--- src/rtl/uart_loop_fifo.sv ---
// Elastic byte FIFO between the UART receiver and transmitter in the loopback path.
// It captures strobed RX bytes and releases them one frame at a time using the TX request/done handshake.
module uart_loop_fifo #(
  parameter int DATA_W       = 8,
  parameter int DEPTH_LOG2   = 4,
  parameter int DONE_TIMEOUT = 65535
) (
  input  logic                  sysclk,
  input  logic                  rstn,
  input  logic [DATA_W-1:0]     in_data,
  input  logic                  in_valid,
  output logic [DATA_W-1:0]     tx_data,
  output logic                  tx_req,
  input  logic                  tx_busy,
  input  logic                  tx_done,
  output logic [DEPTH_LOG2:0]   fifo_count,
  output logic                  fifo_full,
  output logic                  fifo_empty,
  output logic                  ovf_flag,
  output logic                  tmo_flag,
  input  logic                  flag_clr
);

  localparam int DEPTH = 1 << DEPTH_LOG2;
  localparam int TMO_W = (DONE_TIMEOUT >= 2) ? $clog2(DONE_TIMEOUT) : 1;
  localparam logic [TMO_W-1:0]    TMO_LAST  = TMO_W'(DONE_TIMEOUT - 1);
  localparam logic [DEPTH_LOG2:0] DEPTH_CNT = (DEPTH_LOG2 + 1)'(DEPTH);

  typedef enum logic {IDLE, WAIT_DONE} state_t;

  state_t                state, next_state;
  logic [DATA_W-1:0]     mem [DEPTH];
  logic [DEPTH_LOG2-1:0] wr_ptr, rd_ptr;
  logic [TMO_W-1:0]      tmo_cnt;
  logic                  wr_en, ovf_set, pop, tmo_set;

  assign fifo_full  = (fifo_count == DEPTH_CNT);
  assign fifo_empty = (fifo_count == '0);
  // A byte arriving while full is lost even if a pop frees a slot on the same edge.
  assign wr_en      = in_valid && !fifo_full;
  assign ovf_set    = in_valid && fifo_full;

  always_comb begin
    next_state = state;
    pop        = 1'b0;
    tmo_set    = 1'b0;
    case (state)
      IDLE: begin
        if (!fifo_empty && !tx_busy) begin
          pop        = 1'b1;
          next_state = WAIT_DONE;
        end
      end
      WAIT_DONE: begin
        if (tx_done) begin
          next_state = IDLE;
        end else if ((DONE_TIMEOUT != 0) && (tmo_cnt == TMO_LAST)) begin
          tmo_set    = 1'b1;
          next_state = IDLE;
        end
      end
      default: next_state = IDLE;
    endcase
  end

  always_ff @(posedge sysclk) begin
    if (!rstn) state <= IDLE;
    else       state <= next_state;
  end

  always_ff @(posedge sysclk) begin
    if (rstn && wr_en) mem[wr_ptr] <= in_data;
  end

  always_ff @(posedge sysclk) begin
    if (!rstn) begin
      wr_ptr     <= '0;
      rd_ptr     <= '0;
      fifo_count <= '0;
      tx_req     <= 1'b0;
      tx_data    <= '0;
      tmo_cnt    <= '0;
      ovf_flag   <= 1'b0;
      tmo_flag   <= 1'b0;
    end else begin
      tx_req <= pop;
      if (pop) begin
        tx_data <= mem[rd_ptr];
        rd_ptr  <= rd_ptr + 1'b1;
      end
      if (wr_en) wr_ptr <= wr_ptr + 1'b1;
      case ({wr_en, pop})
        2'b10:   fifo_count <= fifo_count + 1'b1;
        2'b01:   fifo_count <= fifo_count - 1'b1;
        default: fifo_count <= fifo_count;
      endcase
      if (pop)                     tmo_cnt <= '0;
      else if (state == WAIT_DONE) tmo_cnt <= tmo_cnt + 1'b1;
      if (ovf_set)       ovf_flag <= 1'b1;
      else if (flag_clr) ovf_flag <= 1'b0;
      if (tmo_set)       tmo_flag <= 1'b1;
      else if (flag_clr) tmo_flag <= 1'b0;
    end
  end

endmodule
--- config.mk ---
export PLATFORM = sky130hd
export DESIGN_NAME = uart_loop_fifo
export DESIGN_NICKNAME = d
export VERILOG_FILES = /design/src/rtl/uart_loop_fifo.sv
export SDC_FILE = /design/constraint.sdc
export NUM_CORES = 1
export LEC_CHECK = 0
export BUFFER_PORTS_ARGS = -buffer_cell sky130_fd_sc_hd__buf_4
export CAP_MARGIN = 40
export CORE_MARGIN = 1
export CORE_UTILIZATION = 55
export CTS_CLUSTER_DIAMETER = 100
export CTS_CLUSTER_SIZE = 12
export DETAILED_ROUTE_END_ITERATION = 7
export PLACE_DENSITY = 0.78
export SYNTH_ARGS = -nofsm -noshare
export SYNTH_HDL_FRONTEND = slang
export SYNTH_SLANG_ARGS = --single-unit
--- constraint.sdc ---
create_clock -name sysclk -period 3.7 [get_ports sysclk]
set_input_delay 0.185 -clock sysclk [delete_from_list [all_inputs] [get_ports sysclk]]
set_output_delay 0.185 -clock sysclk [all_outputs]
set_load 0.03 [all_outputs]
==> impl_metrics.env <==
export IMPL_min_from="in_valid"
export IMPL_coreArea_mm2=0.01221
export IMPL_rsz0062_at_grt="false"
export IMPL_first_pass_iters=4
export IMPL_ff2ff_path_depth=12
export IMPL_r2r_end="fifo_count[4]"
export IMPL_cap_viol_max_count=0
export IMPL_cp_arrival_ps=3420
export IMPL_worstSetupPathType="flip-flop to flip-flop"
export IMPL_htree_num_levels=4
export IMPL_cp_slowest_cell="dfxtp_1"
export IMPL_cp_top_family="simple AND/OR/NAND/NOR gates"
export IMPL_fillers=842
export IMPL_synthMuxAreaShare_pct=12.71
export IMPL_yosys_area_top_type_share_pct=54.86
export IMPL_die_width_um=114.9
export IMPL_rows=40
export IMPL_dieArea_mm2=0.01320
export IMPL_critPathMaxFanout=11
export IMPL_cts_root_buf="clkbuf_16"
export IMPL_cp_start_kind="flip-flop"
export IMPL_netlist_area_mm2=0.007007
export IMPL_cts_tree="yes"
export IMPL_synth_edf_count=128
export IMPL_hold_path_class="primary input to flip-flop"
export IMPL_antenna_found_initial=0
export IMPL_synth_cells=417
export IMPL_startpoint="fifo_count[0]"
export IMPL_power_leakage_nw=2.603
export IMPL_setup_violations=0
export IMPL_dieHeight_um=114.9
export IMPL_tns_ps=0
export IMPL_async_flop_share_pct=0
export IMPL_start_util_pct=57.38
export IMPL_max_freq_ghz=0.3215
export IMPL_power_density_mw_per_mm2=611.8
export IMPL_gr_total_overflow=0
export IMPL_place_gp_congestion=0.7724
export IMPL_slew_violations=0
export IMPL_final_setup_skew_ps=8.733
export IMPL_critPathMaxStageDelay_ps=450
export IMPL_yosysSeqAreaShare_pct=66.57
export IMPL_synth_simple_area_share_pct=10.09
export IMPL_yosys_register_bits=169
export IMPL_ff2ff_setup_slack_ps=590
export IMPL_wl_per_cell_um=19.42
export IMPL_hold_buffers=0
export IMPL_endpoint="fifo_count[4]"
export IMPL_cp_required_ps=4010
export IMPL_path_cells="nor4_4, and2_4, or3_4, inv_6, ha_1, inv_1, fa_1, nor2b_1, o21ai_0, nand3_1, or3b_2, mux2i_1"
export IMPL_synth_flop_cell="edfxtp_1"
export IMPL_ant_nets=0
export IMPL_yosys_top_cells_area="edfxtp_1, dfxtp_1, mux4_2"
export IMPL_viasPerCell=5.662
export IMPL_wl_mm=12.35
export IMPL_synth_cell_types=50
export IMPL_synthXorXnorAreaFrac_pct=3.000
export IMPL_finalCritPeriodShare_pct=84.06
export IMPL_dpl_hpwl_mm=7.967
export IMPL_antenna_cells=0
export IMPL_cts_buffer_depth=2
export IMPL_cts_buffers=17
export IMPL_ys_warn_count=0
export IMPL_place_ws_ps=610.7
export IMPL_clk_pin_slew_worst_paths_ps=60
export IMPL_drive_gt1_share_pct=27.35
export IMPL_status="finished clean"
export IMPL_grt_pass1_wl_mm=19.42
export IMPL_period_needed_ps=3110
export IMPL_syn_avg_cell_area_um2=16.80
export IMPL_cp_end_kind="flip-flop"
export IMPL_grt_total_usage_pct=20.86
export IMPL_clock_latency_ps=430
export IMPL_r2r_start="fifo_count[0]"
export IMPL_power_mw=4.841
export IMPL_grt_pass1_vias=3625
export IMPL_cp_num_cells=12
export IMPL_port_buffers=31
export IMPL_syn_nets=443
export IMPL_synth_compound_area_share_pct=2.411
export IMPL_num_vias=3601
export IMPL_syn_to_final_growth_pct=12.93
export IMPL_nets=483
export IMPL_worstPathBufferInverterCount=2
export IMPL_cts_sinks=169
export IMPL_grt_max_degree=36
export IMPL_synth_top_cell_by_area="edfxtp_1"
export IMPL_worst_pin_slew_ps=905.9
export IMPL_cts_resized=0
export IMPL_hold_violations=0
export IMPL_ios=32
export IMPL_cts_setup_buffers=0
export IMPL_relSlewSlack_pct=39.38
export IMPL_setup_ws_ps=589.6
export IMPL_drt_iter0_markers=264
export IMPL_vdd_drop_max_v=0.0004087
export IMPL_synth_top_family_by_area="multiplexers"
export IMPL_synth_fa_ha_area_share_pct=2.250
export IMPL_drc=0
[cell type report]
type / instances / area, um2 / share of cell area [%]
flip-flops and latches: 169 / 4666 / 58.97
multi-input cells: 217 / 2135 / 26.98
clock buffers: 18 / 429.2 / 5.424
repair buffers: 38 / 297.8 / 3.763
well taps: 168 / 210.2 / 2.657
clock inverters: 12 / 117.6 / 1.486
inverters: 14 / 57.56 / 0.7274
[worst min-delay path by stage]
stage,to,cells after the start
after floorplan,mem[0][0],0
after global placement,ovf_flag,3
after detailed placement,ovf_flag,3
after CTS,ovf_flag,3
after global routing,mem[3][1],1
final,ovf_flag,3
[worst min-delay path, cell delays in order]
cell and delay [ps]:
buf_4 90, a22oi_1 60, nor2b_1 100
[layout by cell type, fill, tap and decap left out, types with 13 or more instances in the layout]
master | netlist | layout
nand3_1 | 14 | 14
clkbuf_16 | 0 | 17
mux2i_1 | 17 | 17
xnor2_1 | 14 | 14
inv_1 | 13 | 13
buf_4 | 1 | 37
nor2_1 | 28 | 28
dfxtp_1 | 41 | 40
mux4_2 | 32 | 32
nand2_1 | 18 | 18
edfxtp_1 | 128 | 128
[per-layer routing]
metal  vias up  wire length (um)  global-route usage, %
met5         -                 0                      0
met4         0               257                  8.831
met3        21               568                  5.851
met2        94              6222                  34.70
met1      1824              5301                  25.79
li1       1662                 -                      -
[registers in the layout (all words and copies together), names as in the netlist]
register,count
mem,128
tmo_cnt,16
tx_data,8
fifo_count,5
rd_ptr,4
wr_ptr,4
ovf_flag,1
state,1
tmo_flag,1
tx_req,1
[synthesized netlist by cell type, types with 2 or more instances]
cell,instances
and2_1,9
nor3_1,3
nor2b_1,5
clkbuf_8,3
mux2i_1,17
inv_1,13
a21oi_1,3
clkbuf_1,5
o21ai_0,4
and2_2,2
nor2_4,10
or3_4,2
or3b_2,2
dfxtp_1,41
edfxtp_1,128
xor2_1,10
xnor2_1,14
buf_6,3
nand2_1,18
nand3_1,14
nor2_1,28
nand3b_1,2
mux4_2,32
buf_2,2
o221ai_1,8
ha_1,11
nand4_1,5
[metrics by stage]
step | hold slack, ps | util, % | instance area (um2) | cells
2_1_floorplan | 283.9 | - | 7007 | 417
3_3_place_gp | 456.3 | 60.07 | 7336 | 602
3_5_place_dp | 471.9 | 60.32 | 7366 | 606
4_1_cts | 34.34 | 64.80 | 7913 | 636
5_1_grt | 63.35 | 64.80 | 7913 | 636
6_report | 50.48 | 64.80 | 7913 | 636
[where the power goes]
| group | total [mW] | internal (mW) | leakage, nW | switching [mW] |
|---|---|---|---|---|
| registers | 2.24 | 2.14 | 1.49 | 0.101 |
| logic | 0.953 | 0.398 | 0.855 | 0.555 |
| clock network | 1.65 | 0.928 | 0.261 | 0.724 |
| total | 4.84 | 3.46 | 2.60 | 1.38 |
[kinds of logic after synthesis]
| logic type | Yosys count |
|---|---|
| buffers and inverters | 31 |
| and+or+nand+nor | 110 |
| DFF | 169 |
| AOI/OAI and AO/OA | 22 |
| adders and majority gates | 12 |
| muxes | 49 |
| xor gates and xnor gates | 24 |
No activity file was read; power rests on OpenSTA's default activity.
